[src/rtl/rr_merge_pkg.sv]
// rr_merge_pkg: shared FSM state type and synchronizer depth for rr_merge_arbiter.
package rr_merge_pkg;
    typedef enum logic [1:0] {IDLE, REQ, ACK, RTZ} rr_state_t;
    localparam int SYNC_DEPTH = 2;
endpackage

[src/rtl/rr_pick.sv]
// rr_pick: combinational round-robin picker; first set request at or after i_ptr, with wrap-around.
module rr_pick
    import rr_merge_pkg::*;
#(
    parameter  int size  = 2,
    localparam int IDX_W = $clog2(size)
) (
    input  logic [size-1:0]  i_req,
    input  logic [IDX_W-1:0] i_ptr,
    output logic             o_valid,
    output logic [IDX_W-1:0] o_idx
);
    logic [IDX_W:0]   w_sum;
    logic [IDX_W-1:0] w_pos;
    // Scan from the farthest offset down so the nearest set bit to i_ptr wins.
    always_comb begin
        o_valid = 1'b0;
        o_idx   = '0;
        w_sum   = '0;
        w_pos   = '0;
        for (int k = size - 1; k >= 0; k--) begin
            w_sum = {1'b0, i_ptr} + (IDX_W + 1)'(k);
            w_pos = IDX_W'(w_sum >= (IDX_W + 1)'(size) ? w_sum - (IDX_W + 1)'(size) : w_sum);
            if (i_req[w_pos]) begin
                o_valid = 1'b1;
                o_idx   = w_pos;
            end
        end
    end
endmodule

[src/rtl/rr_merge_arbiter.sv]
// rr_merge_arbiter: round-robin merge of size 4-phase requesters onto one downstream channel.
// Define RR_MERGE_SYNC_EN to pass req_in and ack_out through 2-flop synchronizers.
module rr_merge_arbiter
    import rr_merge_pkg::*;
#(
    parameter  int size  = 2,
    localparam int IDX_W = $clog2(size)
) (
    input  logic             i_clk,
    input  logic             i_rst,
    input  logic [size-1:0]  i_req_in,
    output logic [size-1:0]  o_ack_in,
    output logic             o_req_out,
    input  logic             i_ack_out,
    output logic [IDX_W-1:0] o_grant_idx,
    output logic             o_busy
);
    rr_state_t        r_state, w_state_nx;
    logic [IDX_W-1:0] r_ptr, w_ptr_nx, r_grant, w_grant_nx, w_pick_idx;
    logic [size-1:0]  r_ack_in, w_ack_in_nx, w_req;
    logic             r_req_out, w_req_out_nx, w_pick_valid, w_ack;

`ifdef RR_MERGE_SYNC_EN
    logic [SYNC_DEPTH-1:0][size-1:0] r_req_sync;
    logic [SYNC_DEPTH-1:0]           r_ack_sync;
    always_ff @(posedge i_clk) begin
        if (!i_rst) begin
            r_req_sync <= '0;
            r_ack_sync <= '0;
        end else begin
            r_req_sync <= {r_req_sync[SYNC_DEPTH-2:0], i_req_in};
            r_ack_sync <= {r_ack_sync[SYNC_DEPTH-2:0], i_ack_out};
        end
    end
    assign w_req = r_req_sync[SYNC_DEPTH-1];
    assign w_ack = r_ack_sync[SYNC_DEPTH-1];
`else
    assign w_req = i_req_in;
    assign w_ack = i_ack_out;
`endif

    rr_pick #(.size(size)) u_pick (
        .i_req   (w_req),
        .i_ptr   (r_ptr),
        .o_valid (w_pick_valid),
        .o_idx   (w_pick_idx)
    );

    always_comb begin
        w_state_nx   = r_state;
        w_ptr_nx     = r_ptr;
        w_grant_nx   = r_grant;
        w_req_out_nx = r_req_out;
        w_ack_in_nx  = r_ack_in;
        case (r_state)
            IDLE: if (w_pick_valid) begin
                w_grant_nx   = w_pick_idx;
                w_req_out_nx = 1'b1;
                w_state_nx   = REQ;
            end
            REQ: if (w_ack) begin
                w_ack_in_nx = {{(size - 1){1'b0}}, 1'b1} << r_grant;
                w_state_nx  = ACK;
            end
            ACK: if (!w_req[r_grant]) begin
                w_req_out_nx = 1'b0;
                w_state_nx   = RTZ;
            end
            RTZ: if (!w_ack) begin
                w_ack_in_nx = '0;
                w_ptr_nx    = (r_grant == IDX_W'(size - 1)) ? '0 : r_grant + 1'b1;
                w_state_nx  = IDLE;
            end
            default: w_state_nx = IDLE;
        endcase
    end

    always_ff @(posedge i_clk) begin
        if (!i_rst) begin
            r_state   <= IDLE;
            r_ptr     <= '0;
            r_grant   <= '0;
            r_req_out <= 1'b0;
            r_ack_in  <= '0;
        end else begin
            r_state   <= w_state_nx;
            r_ptr     <= w_ptr_nx;
            r_grant   <= w_grant_nx;
            r_req_out <= w_req_out_nx;
            r_ack_in  <= w_ack_in_nx;
        end
    end

    assign o_ack_in    = r_ack_in;
    assign o_req_out   = r_req_out;
    assign o_grant_idx = r_grant;
    assign o_busy      = (r_state != IDLE);
endmodule

[config.mk]
export PLATFORM = sky130hd
export DESIGN_NAME = rr_merge_arbiter
export DESIGN_NICKNAME = d
export VERILOG_FILES = /design/src/rtl/rr_merge_pkg.sv /design/src/rtl/rr_pick.sv /design/src/rtl/rr_merge_arbiter.sv
export SDC_FILE = /design/constraint.sdc
export NUM_CORES = 1
export LEC_CHECK = 0
export BUFFER_PORTS_ARGS = -buffer_cell sky130_fd_sc_hd__buf_2
export CORE_AREA = 2 2 39 41
export CTS_BUF_LIST = sky130_fd_sc_hd__clkbuf_8
export CTS_CLUSTER_SIZE = 8
export DETAILED_ROUTE_END_ITERATION = 10
export DIE_AREA = 0 0 41 43
export PLACE_DENSITY_LB_ADDON = 0.2
export RECOVER_POWER = 100
export SLEW_MARGIN = 40
export SYNTH_ARGS = -nofsm -noshare
export SYNTH_HDL_FRONTEND = slang
export SYNTH_SLANG_ARGS = --single-unit
[constraint.sdc]
create_clock -name i_clk -period 1.7 [get_ports i_clk]
set_input_delay 0.17 -clock i_clk [delete_from_list [all_inputs] [get_ports i_clk]]
set_output_delay 0.17 -clock i_clk [all_outputs]
set_load 0.03 [all_outputs]
# [Word level (Yosys, flattened, before mapping)]
# Index checks and enable logic that the tools add are counted.
[classes] addsub=4 order_cmp=5 eq_ne=7 shift=1 mux=23 n_bitwise=1 n_reduce_logical=9
[ops] operator="$mux 1" n=15
[ops] operator="$mux 2" n=5
[ops] operator="$pmux 2 s4" n=1
[ops] operator="$lt 1x2->1 const B" n=3
[ops] operator="$ne 2x2->1 const B" n=3
[ops] operator="$reduce_and 3->1" n=2
[ops] operator="$reduce_bool 2->1" n=3
[ops] operator="$eq 2x2->1 const B" n=2
[ops] operator="$pmux 2 s2" n=1
[ops] operator="$reduce_and 2->1" n=2
[ops] operator="$reduce_and 4->1" n=1
[ops] operator="$add 1x1->2 const B" n=1
[ops] operator="$eq 2x1->1 const B" n=1
[ops] operator="$ge 1x2->1 const B" n=1
[ops] operator="$ge 2x2->1 const B" n=1
[ops] operator="$logic_not 2->1" n=1
[ops] operator="$ne 2x1->1 const B" n=1
[ops] operator="$pmux 1 s2" n=1
[ops] operator="$shl 1x1->2 const A" n=1
[ops] operator="$sub 1x1->1 const B" n=2
[ops] operator="$add 1x1->1 const B" n=1
[ops] operator="$not 1->1" n=1
[totals] regBits=7 inputBits=5 wordCells=55

# [Longest topological paths before layout]
# Gate-level depths: netlist of the first run.
[depth] word_depth=9 ltp_mapped=5 depth_no_buf=5

# [By module]
# A second synthesis of the first run with hierarchy kept.
[hier_totals] hier_cells=52 area_unflattened_um2=459.2
[modules_own_cells] module="rr_merge_arbiter" instances=1 cells_per_inst=49 area_per_inst_um2=441.7 seq_area_each_um2=140.1
[modules_own_cells] module="rr_pick" instances=1 cells_per_inst=3 area_per_inst_um2=17.5 seq_area_each_um2=0.0

# [Worst setup path after synthesis of the first run]
# OpenSTA, ideal clock, no wires.
[synth_path] path_kind="register to register" startpoint="reg r_state[0]" endpoint="reg r_state[0]" setup_time_ns=0.072 arrival_time_ns=1.281 slack_ns=0.347 stages_incl_launch_ff=6 n_path_buf=0 synth_period_minus_slack_ns=1.353 path_cell_list="dfxtp_1 inv_1 ha_1 or3b_1 o211ai_2 mux2i_1"
[synth_between] elab_chain_cells=3 elab_cells_between_ends=10 cone_classes="7 x eq/ne; 1 x mux; 2 x reduce/logical"
[synth_lines] item="start, declared" line_no="rr_merge_arbiter.sv:18" text="rr_state_t r_state, w_state_nx;"
[synth_lines] item="start signal, assigned" line_no="rr_merge_arbiter.sv:86" text="r_state <= w_state_nx;"
[synth_lines] item="$eq 2x2->1, or another cell as far along" line_no="rr_merge_arbiter.sv:55" text="case (r_state)"
[synth_lines] item="$ne 2x2->1 (no source line) / $ne 2x1->1 (equally long branches)"
[synth_lines] item="$reduce_and 4->1 (no source line)"
# Parallel ways exist; a longest one is shown, timed or not.
# A chain may end at the register's enable or synchronous reset.

# [Worst setup path in the final report of the first run]
[layout_path] startpoint="reg r_state[0]" endpoint="out o_busy"
[layout_between] elab_chain_cells=1
[layout_lines] item="$reduce_bool 2->1" line_no="rr_merge_arbiter.sv:97" text="assign o_busy = (r_state != IDLE);"
[layout_lines] item="end, declared" line_no="rr_merge_arbiter.sv:16" text="output logic o_busy"
# Every way passes these cells.

==> results.md, run 1 <==
* H-tree levels at 1
* DRC at 0
* Yosys reg bits at 7
* Dominant cells by area after synthesis: dfxtp_1, ha_1, mux2i_1
* Reg power frac at between 20 and 30%
* Drt wl/cell at between 10 and 15 um
* Achievable Freq at roughly 0.66 GHz
* First-pass GRT wire length at between 1000 and 1500 um
* Hold buffers post-CTS at 0
* Largest net degree at the start of global routing at 9
* Tightest Hold Check Type: primary input to register
* Final Setup Violations at 0
* Initial Util at between 30% and 40%
* Worst Tran Pin Value at about 0.37 ns
* Min-delay src: i_rst
* Fill count at around 140
* 1st-iter DRT viols at 3
* Nets at 73
* Die Wd at ~40 um
* Ant diodes at 0
* Sw frac at about 40%
* Worst R2R Setup Slack at roughly 0.2 ns
* Setup crit end kind: primary output
* Period utilization at 89.7%
* Clock power share at ~28%
* Synth area leader: dfxtp_1
* Via density per instance at roughly 4.8
* Mapped Area at between 400 and 500 um2
* Synth warnings at 0
* Distinct cell type count after synthesis at 19
* CTS Buf Count at 3
* Post-synthesis net count at slightly below 60
* RSZ-0062 raised after global routing: false
* Mean Syn Cell Area at ~8.6 um2
* Post-DRT Antenna Nets at 0
* Min-Delay Endpoint: r_state[1]$_SDFFE_PN0P_
* # IOs at 10
* Worst-skew pair later-pin latency at between 0.2 and 0.25 ns
* Sequential fraction of the synthesis area at between 30% and 40%
* Max cap viols at 0
* Most used cell, CP: inv_1
* Leakage Power at ~0.23 nW
* Via count of the routed design at about 380
* Port buffer count at 9
* Slew Limit Fails at 0
* CTS tree: done
* GPL Wtd Cong at between 0.7 and 0.8
* Area delta synth->final at 24.1%
* Grt total ovfl at 0
* Syn Inst Count at 50
* Critical path's slowest cell: dfxtp_1
* Setup Skew at between 0.001 and 0.0015 ns
* CP max FO at 8
* Placed cell area at 497 um2
* Int Pwr at 501 uW
* Hold Crit Depth at 3
* Arrival @ worst endpoint at around 1.4 ns
* # resized after CTS at 0
* Relative slew slack at 75.6%
* Tmin final at approximately 1.5 ns
* Logic pwr share at a little over two fifths
* Startpoint Class: register
* HPWL after detailed placement at 635 um
* Pwr dens at between 1500 and 2000 mW/mm2
* Core area at ~0.0014 mm2
* CP required at approximately 1.5 ns
* Chip Height at between 40 and 50 um
* Full die area at around 0.0018 mm2
* Crit path largest cell delay at around 0.37 ns
* Total iterations of the first detailed-routing run at 3
* Switch Pwr at between 300 and 400 uW
* Hold slack at ~0.24 ns
* Worst Reg-to-Reg Cells at 5
* TNS Setup at 0 ns
* CP delay by family, top: buffers and inverters
* RR Startpoint: r_state[0]$_SDFFE_PN0P_
* Num rows at 14
* Highest-count cells in the layout ignoring fill and taps: inv_1, dfxtp_1, nand2_1
* Hold Vio Cnt, Final at 0
* Clock buffer depth at 2
* Sink Count at 7
* Vias in the first global route at 336
* Clk root buf: clkbuf_8
* Worst R2R End: r_state[0]$_SDFFE_PN0P_
* Yosys top cell area share at roughly a third
* Share of cells above drive strength 1 at between 10 and 15%
* CP Cell Sequence: inv_1 > ha_1 > inv_1 > clkbuf_1
* Fin area at 536 um2
* CP bufs+invs at 3
* Routed wire length at 828 um
* # Post-CTS Setup Buffers at 0
* Total GRT Usage at between 10% and 20%
* Outcome: finished clean
* Initial antenna violation count at 0
* Peak VDD IR at about 460 uV
* Clock slew at the register clock pins of the worst setup and hold paths at about 0.040 ns
* CP Class: register to primary output
layout make-up:
type	instances	area, um2	area share [%]
tap	16	20.0	3.74
timing repair buffer	9	38.8	7.24
clock buffer	3	41.3	7.71
inverter	6	22.5	4.21
sequential	7	140	26.2
multi-input combinational	37	269	50.2
clock inverter	1	3.75	0.701
worst max-delay path by stage:
stage                            startpoint                       to  slack, ns  depth (start not counted)
finish              r_state[0]$_SDFFE_PN0P_                   o_busy       0.17                          4
global route        r_state[0]$_SDFFE_PN0P_  r_state[0]$_SDFFE_PN0P_       0.07                          5
CTS                 r_state[0]$_SDFFE_PN0P_  r_state[0]$_SDFFE_PN0P_       0.18                          5
detailed placement  r_state[0]$_SDFFE_PN0P_  r_state[0]$_SDFFE_PN0P_       0.21                          5
global placement    r_state[0]$_SDFFE_PN0P_  r_state[0]$_SDFFE_PN0P_       0.22                          5
floorplan           r_state[0]$_SDFFE_PN0P_  r_state[0]$_SDFFE_PN0P_       0.35                          5
synth_stat cells:
cell type / number
nor3_1: 1
inv_1: 6
nor2b_1: 4
or3b_1: 1
nor2_1: 2
or2_2: 1
dfxtp_1: 7
a32oi_1: 1
a2111oi_0: 1
ha_1: 4
o211ai_2: 1
nand2_1: 6
nand2b_1: 3
o211ai_1: 1
o32ai_1: 1
a21oi_1: 3
o21ai_0: 1
mux2i_1: 5
a221oi_1: 1
registers in the layout (all words and copies together), names as in the netlist:
name	count
o_ack_in	2
o_grant_idx	1
o_req_out	1
r_ptr	1
r_state	2
kinds of logic (layout without fill, tap and decap cells):
group,Yosys count,count (layout),share of synthesized area [%]
multiplexers,5,5,11.6
AO/OA/AOI/OAI,10,10,17.4
adder cells (fa/ha/maj),4,4,11.6
AND/OR/NAND/NOR,18,18,21.7
flip-flops,7,7,32.5
buffers and inverters,6,19,5.22
power by group through the flow:
| stage | registers [mW] | clock network, mW | logic, mW |
|---|---|---|---|
| floorplan | 0.295 | 0 | 0.235 |
| global route | 0.257 | 0.251 | 0.396 |
| finish | 0.247 | 0.237 | 0.354 |
| global placement | 0.249 | 0 | 0.369 |
| detailed placement | 0.251 | 0 | 0.367 |
| CTS | 0.248 | 0.241 | 0.367 |
through the flow:
| step | power, mW | setup WS [ns] | std cells | utilization [%] |
|---|---|---|---|---|
| 6_report | 0.838 | 0.175 | 79 | 38.7 |
| 5_1_grt | 0.904 | 0.0657 | 79 | 38.7 |
| 4_1_cts | 0.856 | 0.184 | 79 | 39.2 |
| 3_5_place_dp | 0.618 | 0.213 | 75 | 35.9 |
| 3_3_place_gp | 0.618 | 0.225 | 75 | 35.9 |
| 2_1_floorplan | 0.530 | 0.347 | 50 | - |
metal layers:
layer / track usage (%) / vias to the layer above / part of all wire, %
met5: 0 / - / 0
met4: 12.0 / 0 / 4.6
li1: - / 198 / -
met1: 16.5 / 167 / 48
met2: 14.1 / 8 / 42
met3: 4.71 / 5 / 5.0
worst reg2reg max path, cell delays in order, from the launching register on:
cell and delay (ns):
dfxtp_1 0.33, inv_1 0.09, ha_1 0.28, or3b_1 0.41, o211ai_2 0.10, mux2i_1 0.21
Power figures use the tool's default switching activity.
==> run 2: changes to the inputs <==
ABC_AREA = 1   (was unset)
==> results.md, run 2 <==
* Outcome: finished clean
* Vias in the first global route at 301 (-10%)
* Arrival @ worst endpoint at 1.22 ns (-0.14 ns)
* Die Wd at 41 um (unchanged)
* Highest-count cells in the layout ignoring fill and taps: nand2_1, inv_1, nor2_1, dfxtp_1, a21oi_1
* Routed wire length at 832 um (+0.48%)
* Initial antenna violation count at 0 (unchanged)
* Grt total ovfl at 0 (unchanged)
* 1st-iter DRT viols at 13 (+10)
* Synth cell count leaders: nand2_1, inv_1, dfxtp_1, nor2_1, a21oi_1
* GPL Wtd Cong at 0.791 (+3.5%)
* Mapped Area at 403 um2 (-6.7%)
* Hold Vio Cnt, Final at 0 (unchanged)
* Hold Crit Depth at 3 (unchanged)
* HPWL after detailed placement at 638 um (+0.39%)
* Setup Skew at 0.00294 ns (+0.00180 ns)
* Total iterations of the first detailed-routing run at 4 (+1)
* Place WS at 0.466 ns (+0.252 ns)
* Final core occ at 36.3% (-2.4 points)
* Main synth FF type: dfxtp_1
* Initial Util at 29.1% (-2.1 points)
* Area delta synth->final at 24.8%
* Full die area at 0.00176 mm2 (unchanged)
* Synth warnings at 0 (unchanged)
* Relative slew slack at 75.8% (+0.20 points)
* Final Setup Violations at 0 (unchanged)
* Largest net degree at the start of global routing at 6 (-3)
* DRC at 0 (unchanged)
* CP Class: register to primary output
* Hold buffers post-CTS at 0 (unchanged)
* Via count of the routed design at 381 (+0.79%)
* Worst Tran Pin Value at 0.364 ns (-0.00306 ns)
* Worst Reg-to-Reg Cells at 5 (unchanged)
* CP max FO at 5 (-3)
* Ant diodes at 0 (unchanged)
* Tightest Hold Check Type: primary input to register
* CP required at 1.53 ns (about the same)
* Commonest non-fill, non-tap cell in the layout: nand2_1
* Drt wl/cell at 9.90 um (-5.5%)
* Post-synthesis net count at 64 (+8.5%)
* Via density per instance at 4.54 (-5.2%)
* Startpoint Class: register
* Most used cell, CP: inv_1
* Sink Count at 7 (unchanged)
* Slew Limit Fails at 0 (unchanged)
* Dominant cells by area after synthesis: dfxtp_1, ha_1, nand2_1
* # IOs at 10 (unchanged)
* Syn Inst Count at 55 (+10%)
* Post-synth EDFFs at 0 (unchanged)
* Tmin final at 1.39 ns (-0.137 ns)
* Pwr dens at 1750 mW/mm2 (+12%)
* Worst-skew pair later-pin latency at 0.23 ns (about the same)
* Core area at 0.00138 mm2 (unchanged)
* Fill count at 154 (+11%)
* CP Cell Sequence: inv_1 > ha_1 > inv_1 > buf_2
* First-pass GRT wire length at 1230 um (-11%)
* Mean Syn Cell Area at 7.33 um2 (-15%)
* Distinct cell type count after synthesis at 15 (-4)
* Leakage Power at 0.237 nW (+2.9%)
* Period utilization at 81.7% (-8.1 points)
* Setup crit end kind: primary output
* Achievable Freq at 0.720 GHz (+9.9%)
* Sequential fraction of the synthesis area at 34.8% (+2.3 points)
* Post-DRT Antenna Nets at 0 (unchanged)
* Asr flop ratio synth at 0% (unchanged)
* RSZ-0062 raised after global routing: false
* Total power at 879 uW (+4.8%)
* Clock buffer depth at 2 (unchanged)
* Total GRT Usage at 11.6% (-0.73 points)
* Chip Height at 43 um (unchanged)
* Peak VDD IR at 628 uV (+36%)
* Crit path largest cell delay at 0.38 ns (about the same)
* Synth area leader: dfxtp_1
* Count leader, synth: nand2_1
* Clk root buf: clkbuf_8
* CTS Buf Count at 3 (unchanged)
* Clock slew at the register clock pins of the worst setup and hold paths at 0.04 ns (about the same)
* H-tree levels at 1 (unchanged)
* Yosys reg bits at 7 (unchanged)
* Num rows at 14 (unchanged)
* CTS tree: done
* Critical path's slowest cell: dfxtp_1
* Port buffer count at 9 (unchanged)
* TNS Setup at 0 ns (unchanged)
* Yosys top cell area share at 34.8% (+2.3 points)
* Nets at 78 (+6.8%)
* # Post-CTS Setup Buffers at 0 (unchanged)
* Max cap viols at 0 (unchanged)
* # resized after CTS at 0 (unchanged)
* Share of cells above drive strength 1 at 20.6% (+6.3 points)
* Final worst slack at 0.312 ns (+0.137 ns)
[run 2: cell count changes in the layout (fill, tap and decap cells not counted), moves of 2 or more]
cell,delta
nand3_1,+3
nand2b_1,-3
nand2_1,+4
nor2_1,+5
mux2i_1,-5
a21oi_1,+3
inv_1,+2
nor2b_1,-4
[run 2: metrics by stage]
stage / hold slack, ns / std cells / area, um2
after CTS: 0.223 / 84 / 513
after detailed placement: 0.460 / 80 / 468
after global routing: 0.229 / 84 / 503
after global placement: 0.451 / 80 / 468
after floorplan: 0.296 / 55 / 403
final: 0.229 / 84 / 503
[run 2: area by class of cell]
type	instances	area (um2)	area share, %
multi-input combinational	39	224	44.5
sequential	7	140	27.9
clock buffer	3	41.3	8.21
timing repair buffer	9	40.0	7.96
inverter	9	33.8	6.72
tap	16	20.0	3.98
clock inverter	1	3.75	0.746
[run 2: cells by family (layout without fill, tap and decap cells)]
| kind of cell | count (synthesis) | in the layout | share of synthesized area [%] |
|---|---|---|---|
| buffers and inverters | 9 | 22 | 8.38 |
| AOI/OAI and AO/OA | 12 | 12 | 18.0 |
| adders and majority gates | 4 | 4 | 12.4 |
| and+or+nand+nor | 23 | 23 | 26.4 |
| DFF | 7 | 7 | 34.8 |
[run 2: where the power goes]
group	internal, mW	total, mW	leakage, nW	switching [mW]
combinational	0.130	0.398	0.153	0.268
clock	0.156	0.229	0.0269	0.0725
sequential	0.215	0.252	0.0575	0.0371
[run 2: layer usage]
| layer | wire (um) | GRT usage [%] |
|---|---|---|
| met4 | 14 | 10.0 |
| met1 | 400 | 13.1 |
| met2 | 359 | 14.1 |
| met3 | 57 | 7.85 |
| met5 | 0 | 0 |
[run 2: worst paths after layout]
check	startpoint	end	slack, ns
max	r_state[0]$_SDFFE_PN0P_	o_busy	0.31
min	i_rst	o_req_out$_SDFFE_PN0P_	0.23
max reg2reg	r_state[0]$_SDFFE_PN0P_	r_state[0]$_SDFFE_PN0P_	0.44
min reg2reg	o_req_out$_SDFFE_PN0P_	o_req_out$_SDFFE_PN0P_	0.48
[run 2: critical path, delay by kind of cell (launching register included)]
kind / cells / cell delay [ns]
buffers and inverters: 3 / 0.35
DFF: 1 / 0.38
adders and majority gates: 1 / 0.26
==> run 3: changes to the inputs <==
clock period = 1.2 ns   (was 1.7 ns; I/O delays follow)
==> results.md, run 3 (synthesis gave the netlist of run 2 again) <==
* Outcome: finished clean
* Post-DRT Antenna Nets at 0 (unchanged)
* DRC at 0 (unchanged)
* Sink Count at 7 (unchanged)
* Core area at 0.00138 mm2 (unchanged)
* Setup crit end kind: primary output
* Largest net degree at the start of global routing at 6 (unchanged)
* HPWL after detailed placement at 654 um (+2.5%)
* Leakage Power at 0.264 nW (+11%)
* Fill count at 151 (-1.9%)
* Chip Height at 43 um (unchanged)
* CP Cell Sequence: inv_4 > ha_4 > inv_2 > buf_4
* Achievable Freq at between 0.8 and 0.9 GHz
* RSZ-0062 raised after global routing: true
* Final Setup Violations at 0 (unchanged)
* Port buffer count at 9 (unchanged)
* CP Class: register to primary output
* First-pass GRT wire length at 1260 um (+2.2%)
* Max cap viols at 0 (unchanged)
* Full die area at 0.00176 mm2 (unchanged)
* Initial Util at 29.1% (unchanged)
* Commonest non-fill, non-tap cell in the layout: nand2_1
* Clock buffer depth at 2 (unchanged)
* Hold Vio Cnt, Final at 0 (unchanged)
* Worst R2R End: r_state[1]$_SDFFE_PN0P_
* Final core occ at 43.9% (+7.6 points)
* Min-Delay Endpoint: o_ack_in[1]$_SDFFE_PN0P_
* Share of cells above drive strength 1 at 47.9% (+27 points)
* Die Wd at 41 um (unchanged)
* Highest-count cells in the layout ignoring fill and taps: nand2_1, inv_1, nor2_1, a21oi_1, dfxtp_1
* CP delay by family, top: flip-flops
* Via density per instance at 4.54 (about the same)
* Via count of the routed design at 395 (+3.7%)
* CTS tree: done
* Setup Skew at 0.00136 ns (-0.00158 ns)
* Startpoint Class: register
* Clock slew at the register clock pins of the worst setup and hold paths at 0.04 ns (about the same)
* Crit path largest cell delay at 0.36 ns (-0.02 ns)
* Hold slack at 0.174 ns (-0.0555 ns)
* Routed wire length at 954 um (+15%)
* Min-delay src: i_rst
* Pwr dens at 2530 mW/mm2 (+45%)
* # IOs at 10 (unchanged)
* Nets at 81 (+3.8%)
* Vias in the first global route at 321 (+6.6%)
* CP max FO at 5 (unchanged)
* Worst Tran Pin Value at 0.366 ns (+0.00139 ns)
* Peak VDD IR at 881 uV (+40%)
* Reg power frac at 24.8% (-3.9 points)
* Switch Pwr at 661 uW (+75%)
* 1st-iter DRT viols at 6 (-7)
* Clock power share at 21.6% (-4.4 points)
* Total GRT Usage at 11.6% (+0.012 points)
* Initial antenna violation count at 0 (unchanged)
* Tmin final at ~1.2 ns
* Int Pwr at 878 uW (+75%)
* Arrival @ worst endpoint at 1.03 ns (-0.19 ns)
* Critical path's slowest cell: dfxtp_4
* Area delta synth->final at 50.9%
* Worst Setup SP: r_state[0]$_SDFFE_PN0P_
* Drt wl/cell at 11.0 um (+11%)
* Final worst slack at 0.0484 ns (-0.264 ns)
* Relative slew slack at 75.7% (-0.092 points)
* Place WS at -0.0776 ns (-0.543 ns)
* Period utilization at 96.0%
* Slew Limit Fails at 0 (unchanged)
* Hold Crit Depth at 3 (unchanged)
* CP bufs+invs at 3 (unchanged)
* RR Startpoint: r_state[0]$_SDFFE_PN0P_
* CP required at 1.08 ns (-0.45 ns)
* Tightest Hold Check Type: primary input to register
* Clk root buf: clkbuf_8
* Total power at 1.54 mW (+75%)
* Sw frac at 42.9% (about the same)
* Ant diodes at 0 (unchanged)
* GPL Wtd Cong at 0.736 (-6.9%)
* Grt total ovfl at 0 (unchanged)
* Total iterations of the first detailed-routing run at 4 (unchanged)
* Worst-skew pair later-pin latency at 0.23 ns (about the same)
* Worst Reg-to-Reg Cells at 8 (+3)
* CTS Buf Count at 3 (unchanged)
* Num rows at 14 (unchanged)
* Worst R2R Setup Slack at 0.06 ns (-0.38 ns)
* Logic pwr share at 53.7% (+8.4 points)
* H-tree levels at 1 (unchanged)
==> run 3: changes by cell type in the layout (fill, tap and decap cells not counted), moves of 2 or more <==
cell | before | now
buf_4 | 0 | 4
dfxtp_1 | 7 | 5
ha_1 | 4 | 0
ha_2 | 0 | 2
ha_4 | 0 | 2
inv_1 | 9 | 5
inv_2 | 1 | 4
nand3_1 | 3 | 1
nor2_1 | 7 | 5
nor2_2 | 1 | 3
==> run 3: cell type report <==
| class | instances | area (um2) | share of cell area, % |
|---|---|---|---|
| Clock buffer | 3 | 41.3 | 6.79 |
| Clock inverter | 1 | 3.75 | 0.617 |
| Inverter | 9 | 36.3 | 5.97 |
| Multi-Input combinational cell | 39 | 295 | 48.6 |
| Sequential cell | 7 | 145 | 23.9 |
| Tap cell | 16 | 20.0 | 3.29 |
| Timing Repair Buffer | 12 | 66.3 | 10.9 |
==> run 3: power by group through the flow <==
stage	registers [mW]	clock network, mW	logic [mW]
after floorplan	0.426	0	0.394
after global placement	0.359	0	0.638
after detailed placement	0.358	0	0.635
after CTS	0.359	0.336	0.676
after global routing	0.392	0.353	0.898
final	0.381	0.332	0.826
==> run 3: through the flow <==
step / instance area (um2) / cells / setup TNS, ns
3_3_place_gp: 490 / 83 / -0.120
3_5_place_dp: 490 / 83 / -0.0967
2_1_floorplan: 403 / 55 / 0
5_1_grt: 608 / 87 / -0.0211
4_1_cts: 546 / 87 / -0.00878
6_report: 608 / 87 / 0
==> run 3: worst max path at each step <==
stage,endpoint,depth (start not counted)
after floorplan,r_state[0]$_SDFFE_PN0P_,5
after global placement,r_state[0]$_SDFFE_PN0P_,5
after detailed placement,r_state[0]$_SDFFE_PN0P_,5
after CTS,o_busy,4
after global routing,r_state[1]$_SDFFE_PN0P_,8
final,o_busy,4
==> run 3: worst reg2reg max path: stages (launching register included) <==
cell and delay, ns:
dfxtp_4 0.36, ha_2 0.18, inv_2 0.07, nand2_4 0.07, o21ai_4 0.07, nand3_2 0.12, nand2_1 0.08, nand2_1 0.05
nor2_2 0.07
==> run 3: metal layers <==
metal  global-route usage, %  vias to the layer above  share of wire (%)
li1                        -                      210                  -
met1                    12.2                      173                 43
met2                    15.9                        8                 49
met3                    6.28                        4                5.1
met4                    10.0                        0                2.4
met5                       0                        -                  0
==> run 3: repair_timing <==
item,4_1_cts,5_1_grt
setup endpoints to repair,3,5
buffers inserted,0,0
cloned,0,0
hold buffers,0,0
gates resized for setup,4,18
pin swaps,0,3
